**src/rtl/nibble_serial_add_ctrl_if.sv**
```systemverilog
// Bundle between the nibble-serial add/subtract controller and its
// environment: operation request/response plus the shared 4-bit adder.
interface nibble_serial_add_ctrl_if #(
    parameter int NIBBLES = 4
);
    localparam int W = 4 * NIBBLES;

    logic         start;
    logic         sub;
    logic [W-1:0] op_a;
    logic [W-1:0] op_b;
    logic         busy;
    logic         done;
    logic [W-1:0] result;
    logic         carry_out;
    logic         overflow;
    logic [3:0]   adder_a;
    logic [3:0]   adder_b;
    logic         adder_cin;
    logic [3:0]   adder_sum;
    logic         adder_cout;

    // Environment side: issues operations and owns the shared ripple adder.
    modport master (
        output start, sub, op_a, op_b, adder_sum, adder_cout,
        input  busy, done, result, carry_out, overflow,
        input  adder_a, adder_b, adder_cin
    );

    // Controller side.
    modport slave (
        input  start, sub, op_a, op_b, adder_sum, adder_cout,
        output busy, done, result, carry_out, overflow,
        output adder_a, adder_b, adder_cin
    );
endinterface

```
**src/rtl/nibble_serial_add_ctrl.sv**
```systemverilog
// Nibble-serial add/subtract controller. Walks the operands one 4-bit slice
// per cycle through an external combinational 4-bit adder, LSB slice first,
// and assembles the W-bit result with final carry and signed overflow.
//
// state | meaning
// IDLE  | waiting for start, adder inputs held at 0
// RUN   | one slice per edge through the shared adder, busy high
// DONE  | one-cycle done pulse, result valid; start here chains a new op
module nibble_serial_add_ctrl #(
    parameter int NIBBLES = 4
) (
    input  logic                    clk,
    input  logic                    reset,
    nibble_serial_add_ctrl_if.slave bus
);
    localparam int W  = 4 * NIBBLES;
    localparam int IW = (NIBBLES > 1) ? $clog2(NIBBLES) : 1;

    typedef enum logic [1:0] {
        IDLE = 2'd0,
        RUN  = 2'd1,
        DONE = 2'd2
    } state_t;

    state_t        state;
    logic [IW-1:0] idx;
    logic [W-1:0]  op_a_q;
    logic [W-1:0]  op_b_q;
    logic          sub_q;
    logic          carry_q;
    logic [W-1:0]  result_q;
    logic          carry_out_q;
    logic          overflow_q;
    logic          busy_q;
    logic          done_q;
    logic [3:0]    adder_a_q;
    logic [3:0]    adder_b_q;

    logic [IW-1:0] idx_next;
    logic          last_slice;
    logic [3:0]    next_a;
    logic [3:0]    next_b;

    // Select the operand slices the adder will see after the current edge.
    always_comb begin
        idx_next   = idx + 1'b1;
        last_slice = (int'(idx) == NIBBLES - 1);
        next_a     = '0;
        next_b     = '0;
        for (int i = 0; i < NIBBLES; i++) begin
            if (int'(idx_next) == i) begin
                next_a = op_a_q[4*i +: 4];
                next_b = op_b_q[4*i +: 4] ^ {4{sub_q}};
            end
        end
    end

    // Sequencer: accepts operations, steps slices, registers all outputs.
    // The adder inputs are registered one step ahead so they are stable for
    // the whole cycle in which the external adder evaluates them.
    always_ff @(posedge clk) begin
        if (reset) begin
            state       <= IDLE;
            idx         <= '0;
            op_a_q      <= '0;
            op_b_q      <= '0;
            sub_q       <= 1'b0;
            carry_q     <= 1'b0;
            result_q    <= '0;
            carry_out_q <= 1'b0;
            overflow_q  <= 1'b0;
            busy_q      <= 1'b0;
            done_q      <= 1'b0;
            adder_a_q   <= '0;
            adder_b_q   <= '0;
        end else begin
            case (state)
                IDLE, DONE: begin
                    done_q <= 1'b0;
                    if (bus.start) begin
                        op_a_q    <= bus.op_a;
                        op_b_q    <= bus.op_b;
                        sub_q     <= bus.sub;
                        idx       <= '0;
                        carry_q   <= bus.sub;
                        adder_a_q <= bus.op_a[3:0];
                        adder_b_q <= bus.op_b[3:0] ^ {4{bus.sub}};
                        busy_q    <= 1'b1;
                        state     <= RUN;
                    end else begin
                        state <= IDLE;
                    end
                end
                RUN: begin
                    result_q[4*idx +: 4] <= bus.adder_sum;
                    if (last_slice) begin
                        carry_out_q <= bus.adder_cout;
                        overflow_q  <= (adder_a_q[3] == adder_b_q[3]) &&
                                       (bus.adder_sum[3] != adder_a_q[3]);
                        // The carry register doubles as adder_cin, which must
                        // read 0 outside RUN, so the last carry is kept only
                        // in carry_out.
                        carry_q     <= 1'b0;
                        adder_a_q   <= '0;
                        adder_b_q   <= '0;
                        idx         <= '0;
                        busy_q      <= 1'b0;
                        done_q      <= 1'b1;
                        state       <= DONE;
                    end else begin
                        carry_q   <= bus.adder_cout;
                        adder_a_q <= next_a;
                        adder_b_q <= next_b;
                        idx       <= idx_next;
                    end
                end
                default: begin
                    state  <= IDLE;
                    busy_q <= 1'b0;
                    done_q <= 1'b0;
                end
            endcase
        end
    end

    assign bus.busy      = busy_q;
    assign bus.done      = done_q;
    assign bus.result    = result_q;
    assign bus.carry_out = carry_out_q;
    assign bus.overflow  = overflow_q;
    assign bus.adder_a   = adder_a_q;
    assign bus.adder_b   = adder_b_q;
    assign bus.adder_cin = carry_q;
endmodule

```
**src/flat_wrapper.sv**
```systemverilog
// flat-port wrapper written by rule: the top's interface ports become plain ports
module nibble_serial_add_ctrl_flat 
#(
    parameter int NIBBLES = 4
)
  (clk, reset, bus_start, bus_sub, bus_op_a, bus_op_b, bus_adder_sum, bus_adder_cout, bus_busy, bus_done, bus_result, bus_carry_out, bus_overflow, bus_adder_a, bus_adder_b, bus_adder_cin);
  nibble_serial_add_ctrl_if #(.NIBBLES(NIBBLES)) bus_i ();
  input  logic clk;
  input  logic reset;
  input wire logic [$bits(bus_i.start)-1:0] bus_start;
  input wire logic [$bits(bus_i.sub)-1:0] bus_sub;
  input wire logic [$bits(bus_i.op_a)-1:0] bus_op_a;
  input wire logic [$bits(bus_i.op_b)-1:0] bus_op_b;
  input wire logic [$bits(bus_i.adder_sum)-1:0] bus_adder_sum;
  input wire logic [$bits(bus_i.adder_cout)-1:0] bus_adder_cout;
  output wire logic [$bits(bus_i.busy)-1:0] bus_busy;
  output wire logic [$bits(bus_i.done)-1:0] bus_done;
  output wire logic [$bits(bus_i.result)-1:0] bus_result;
  output wire logic [$bits(bus_i.carry_out)-1:0] bus_carry_out;
  output wire logic [$bits(bus_i.overflow)-1:0] bus_overflow;
  output wire logic [$bits(bus_i.adder_a)-1:0] bus_adder_a;
  output wire logic [$bits(bus_i.adder_b)-1:0] bus_adder_b;
  output wire logic [$bits(bus_i.adder_cin)-1:0] bus_adder_cin;
  assign bus_i.start = bus_start;
  assign bus_i.sub = bus_sub;
  assign bus_i.op_a = bus_op_a;
  assign bus_i.op_b = bus_op_b;
  assign bus_i.adder_sum = bus_adder_sum;
  assign bus_i.adder_cout = bus_adder_cout;
  assign bus_busy = bus_i.busy;
  assign bus_done = bus_i.done;
  assign bus_result = bus_i.result;
  assign bus_carry_out = bus_i.carry_out;
  assign bus_overflow = bus_i.overflow;
  assign bus_adder_a = bus_i.adder_a;
  assign bus_adder_b = bus_i.adder_b;
  assign bus_adder_cin = bus_i.adder_cin;
  nibble_serial_add_ctrl #(.NIBBLES(NIBBLES)) u_core (.clk(clk), .reset(reset), .bus(bus_i));
endmodule
```
**config.mk**
```make
export PLATFORM = sky130hd
export DESIGN_NAME = nibble_serial_add_ctrl_flat
export DESIGN_NICKNAME = d
export VERILOG_FILES = /design/src/rtl/nibble_serial_add_ctrl_if.sv /design/src/rtl/nibble_serial_add_ctrl.sv /design/src/flat_wrapper.sv
export SDC_FILE = /design/constraint.sdc
export NUM_CORES = 1
export LEC_CHECK = 0
export CAP_MARGIN = 0
export CORE_MARGIN = 2
export CORE_UTILIZATION = 55
export CTS_BUF_LIST = sky130_fd_sc_hd__clkbuf_4 sky130_fd_sc_hd__clkbuf_8
export CTS_CLUSTER_DIAMETER = 60
export CTS_CLUSTER_SIZE = 16
export DETAILED_ROUTE_END_ITERATION = 6
export GPL_TIMING_DRIVEN = 0
export PLACE_DENSITY = 0.95
export SLEW_MARGIN = 0
export SYNTH_ARGS = -nofsm -noshare
export SYNTH_HDL_FRONTEND = slang
export SYNTH_SLANG_ARGS = --single-unit
export TNS_END_PERCENT = 5
```
**constraint.sdc**
```tcl
create_clock -name clk -period 3.74 [get_ports clk]
set_input_delay 0.374 -clock clk [delete_from_list [all_inputs] [get_ports clk]]
set_output_delay 0.374 -clock clk [all_outputs]
set_load 0.05 [all_outputs]
```
# Word-level counts from Yosys, hierarchy flattened
# Cells that the tools add are included.
# totals
reg_bits	66
input_bits	41
out_inout_bits	29
elab_cells	70
# op_classes
n_addsub	2
n_eq_ne	10
n_shift	2
mux	27
bitwise_logic	6
n_reduce_logical	10
# op_table
cell	n
2-to-1 mux 4 bit	12
negation 4 -> 34 bit	1
variable shift 4 x 34 -> 16 bit (first input constant)	1
indexed part select 4 x 34 -> 16 bit	1
XOR 4 bit	5
bitwise mux 16 bit	1
case mux 4 bit (2 select lines)	2
case mux 2 bit (2 select lines)	2
AND reduction 2 bit	4
== test 2 x 1 -> 1 bit (second input constant)	3
== test 2 bit (second input constant)	3
2-to-1 mux 2 bit	3
2-to-1 mux 1 bit	5
zero test 2 bit	2
case mux 1 bit (2 select lines)	2
OR reduction 2 bit	2
adder 2 x 1 -> 2 bit (second input constant)	1
!= test 2 x 1 -> 1 bit (second input constant)	1
!= test 2 bit (second input constant)	1
nonzero test 2 bit	1
== test 1 bit	1
logical AND 1 bit	1
!= test 1 bit	1
NOT 1 bit	1

# Logic depth before layout (Yosys ltp)
# logic_depth
ltp_word	8
mapped_depth	8
ltp_nobuf	6

# Worst setup path before layout
# Ideal clock, no wire load.
# synth_timing
path_kind	flip-flop to flip-flop
from	reg u_core.idx[0]
to	reg u_core.adder_b_q[3] (netlist: u_core.bus.adder_b[3])
setup_time_ns	0.086
t_arrival_ns	1.655
required_time_ns	3.654
slack_ns	1.999
path_stages_with_launch	7
n_path_buf	0
period_less_slack_ns	1.741
path_cell_list	dfxtp_1 -> inv_1 -> ha_1 -> nand2b_1 -> o221a_2 -> o311a_1 -> a211oi_1
# synth_between
elab_chain_cells	8
word_cells_on_any_way	12
classes_between	1 x add/sub; 4 x eq/ne; 6 x mux; 1 x reduce/logical
# synth_lines
element	line	source
start, declared	nibble_serial_add_ctrl.sv:26	logic [IW-1:0] idx;
start signal, assigned	nibble_serial_add_ctrl.sv:114	idx <= idx_next;
adder 2 x 1 -> 2 bit	nibble_serial_add_ctrl.sv:46	idx_next = idx + 1'b1;
zero test 2 bit	nibble_serial_add_ctrl.sv:51	if (int'(idx_next) == i) begin
2-to-1 mux 4 bit (4 in a row)	nibble_serial_add_ctrl.sv:51	
2-to-1 mux 4 bit *	nibble_serial_add_ctrl.sv:96	if (last_slice) begin
case mux 4 bit (2 select lines) *	nibble_serial_add_ctrl.sv:77	case (state)
end signal, assigned	nibble_serial_add_ctrl.sv:87	adder_b_q <= bus.op_b[3:0] ^ {4{bus.sub}};
end signal, assigned	nibble_serial_add_ctrl.sv:113	adder_b_q <= next_b;
end, declared	nibble_serial_add_ctrl.sv:37	logic [3:0] adder_b_q;
# Every way passes the cells marked *; elsewhere a longest branch is shown, timed or not.
# A chain may end at the register's enable or synchronous reset.

# Worst setup path after layout
# layout_timing
from	reg u_core.idx[0]
to	reg u_core.adder_a_q[1] (netlist: u_core.bus.adder_a[1])
# layout_between
elab_chain_cells	8
word_cells_on_any_way	12
classes_between	1 x add/sub; 4 x eq/ne; 6 x mux; 1 x reduce/logical
# layout_lines
element	line	source
adder 2 x 1 -> 2 bit	nibble_serial_add_ctrl.sv:46	
zero test 2 bit	nibble_serial_add_ctrl.sv:51	
2-to-1 mux 4 bit (4 in a row)	nibble_serial_add_ctrl.sv:51	
2-to-1 mux 4 bit *	nibble_serial_add_ctrl.sv:96	
case mux 4 bit (2 select lines) *	nibble_serial_add_ctrl.sv:77	
end signal, assigned	nibble_serial_add_ctrl.sv:86	adder_a_q <= bus.op_a[3:0];
end signal, assigned	nibble_serial_add_ctrl.sv:112	adder_a_q <= next_a;
end, declared	nibble_serial_add_ctrl.sv:36	logic [3:0] adder_a_q;
# Marked as above.

==> impl_metrics.yaml <==
outcome:
  outcome: "complete, no violations"
synthesis:
  syn_inst: 366
  mappedNetlistArea_mm2: 0.00292
  synth_edf_count: 0
  yosysTopAreaCell: "dfxtp_1"
  synth_warnings: 0
  ys_types: 36
  synth_top_area_share_pct: 45.2
  ys_seq_area_share_pct: 45.2
  synth_nets: 412
  yosys_most_used_dff: "dfxtp_1"
  syn_area_per_cell_um2: 7.98
  ys_ff_latch: 66
  synth.area.top_cells: "dfxtp_1 45%, nand2_1 12%, a21oi_1 8.7%"
  async_flop_share_pct: 0
pwr:
  power_density_mw_per_mm2: 433
  power.total_mw: 1.68
  ir_drop_mv: 0.268
  leakagePower_nw: 1.43
layout:
  drive_gt1_share_pct: 6.92
  fill_cells: 381
  stdcell_count: 518
  layout_common_cells: "91 x nand2_1, 67 x clkdlybuf4s50_1, 66 x dfxtp_1"
  num-nets-final: 490
  synthToLayoutAreaGrowth_pct: 32.5
  antenna_cells: 0
  final_common_cell: "nand2_1"
place:
  dp_hpwl_um: 5580
  place.gp.congestion: 0.886
  dp.cells: 503
  portBuffers: 67
drt:
  antenna_left: 0
  wire_per_inst_um: 15.5
  num_vias: 2962
  via_per_inst: 5.72
  drc_errors: 0
  wirelength_um: 8010
  drtPass1Iterations: 5
  drt_iter0_drc: 323
clock_network:
  cts_setup_buffers: 0
  htree_levels: 3
  cts_tree: "done"
  holdBufCountCts: 0
  root_buffer: "clkbuf_8"
  clkSlewWorstSetupHoldPaths_ns: 0.07
  cts_resized: 0
  clk_latency_ns: 0.34
  numCtsBuffers: 9
  clk_path_buf_depth: 2
  cts.sinks: 66
worst_hold_path:
  holdCritPathClass: "reg -> reg"
global_routing:
  grtUsageTotal_pct: 28.8
  grt_antenna_before_repair: 0
  grt_overflow: 0
  grt_pass1_wl_um: 13500
  grt_pass1_vias: 2858
  grt_max_degree: 11
floorplanning:
  ioPinCount: 70
  initial_core_util_pct: 57.2
  die_y_um: 76.9
  row_count: 26
  coreArea_mm2: 0.00511
  die_area_mm2: 0.00591
  chipWidth_um: 76.9
sta:
  slew_violations: 0
  fin_crit_ns: 2.06
  final.setup.tns_ns: 0
  hold_viol: 0
  fmax_mhz: 486
  setup_violations: 0
  finClkSkew_ns: 0.00586
  max-slew-margin-rel_pct: 62.8
  finalCritPeriodShare_pct: 55.1
  rsz0062_at_grt: "false"
  tightest_slew_ns: 0.556
setup_path:
  cp_data_required_time_ns: 3.98
  path_class: "reg -> reg"
  critPathMaxFanout: 10
  arrival_ns: 2.30
  startpoint_type: "flop"
  cp-end-kind: "flop"
run:
  maxCapViolCount: 0
-- cell usage after synthesis, drive strengths merged, types with 5 or more instances --
cell / count
nand2: 91
dfxtp: 66
a21oi: 51
nor2: 29
clkbuf: 17
o21ai: 15
a22oi: 14
buf: 9
xor2: 8
inv: 6
nand2b: 6
a211oi: 5
a221oi: 5
ha: 5
-- worst max-delay path, cell delays in order (launching register included) --
cell      delay [ns]
dfxtp_1         0.51
ha_1            0.19
buf_2           0.20
clkbuf_1        0.42
a21oi_1         0.08
o21ai_0         0.11
nand3_1         0.13
a311oi_1        0.32
-- sequential cells by signal, indices dropped and copies added (netlist names) --
name	flops
u_core.sub_q	1
u_core.bus.adder_a	4
u_core.bus.adder_b	4
u_core.bus.busy	1
u_core.bus.done	1
u_core.op_b_q	16
u_core.idx	2
u_core.op_a_q	16
u_core.bus.adder_cin	1
u_core.bus.carry_out	1
u_core.state	2
u_core.bus.overflow	1
u_core.bus.result	16
-- kinds of logic (layout without fill, tap and decap cells) --
| family | Yosys count | after routing | synth area share (%) |
|---|---|---|---|
| adders and majority gates | 5 | 5 | 2.14 |
| buffers and inverters | 32 | 114 | 4.80 |
| muxes | 1 | 1 | 0.343 |
| AOI/OAI and AO/OA | 103 | 103 | 22.1 |
| and+or+nand+nor | 147 | 147 | 21.8 |
| xor gates and xnor gates | 12 | 12 | 3.60 |
| DFF | 66 | 66 | 45.2 |
-- power breakdown --
part | internal [mW] | switching [mW]
Sequential | 0.741 | 0.0280
Combinational | 0.126 | 0.187
Clock | 0.335 | 0.262
-- area by class of cell --
class / count / area, um2 / share of cell area (%)
tap: 70 / 87.6 / 2.26
buffer: 26 / 118 / 3.04
timing repair buffer: 67 / 671 / 17.3
sequential: 66 / 1320 / 34.1
clock buffer: 12 / 153 / 3.94
inverter: 6 / 22.5 / 0.582
multi-input combinational: 268 / 1460 / 37.7
clock inverter: 3 / 40.0 / 1.03
-- worst paths after layout --
kind	from	endpoint	slack [ns]	cells past startpoint
max	u_core.idx[0]$_SDFFE_PP0P_	u_core.bus.adder_a[1]$_SDFFE_PP0P_	1.68	7
min	u_core.op_a_q[8]$_SDFFE_PP0P_	u_core.op_a_q[8]$_SDFFE_PP0P_	0.45	2
max reg2reg	u_core.idx[0]$_SDFFE_PP0P_	u_core.bus.adder_a[1]$_SDFFE_PP0P_	1.68	7
min reg2reg	u_core.op_a_q[8]$_SDFFE_PP0P_	u_core.op_a_q[8]$_SDFFE_PP0P_	0.45	2
-- metrics by stage --
step / hold WS, ns / setup WS (ns) / utilization (%) / instance area (um2)
after global routing: 0.474 / 1.51 / 75.8 / 3870
after detailed placement: 0.442 / 1.65 / 72.0 / 3680
after global placement: 0.438 / 1.69 / 72.0 / 3680
final: 0.449 / 1.68 / 75.8 / 3870
after CTS: 0.451 / 1.71 / 75.8 / 3870
after floorplan: 0.431 / 2.00 / - / 2920
-- per-layer routing --
metal	vias to the layer above	global-route usage (%)	share of wire [%]
met2	145	46.3	48
met3	28	7.18	7.0
met1	1368	36.5	42
met4	0	13.3	3.0
li1	1421	-	-
met5	-	0	0
Power figures use the tool's default switching activity.
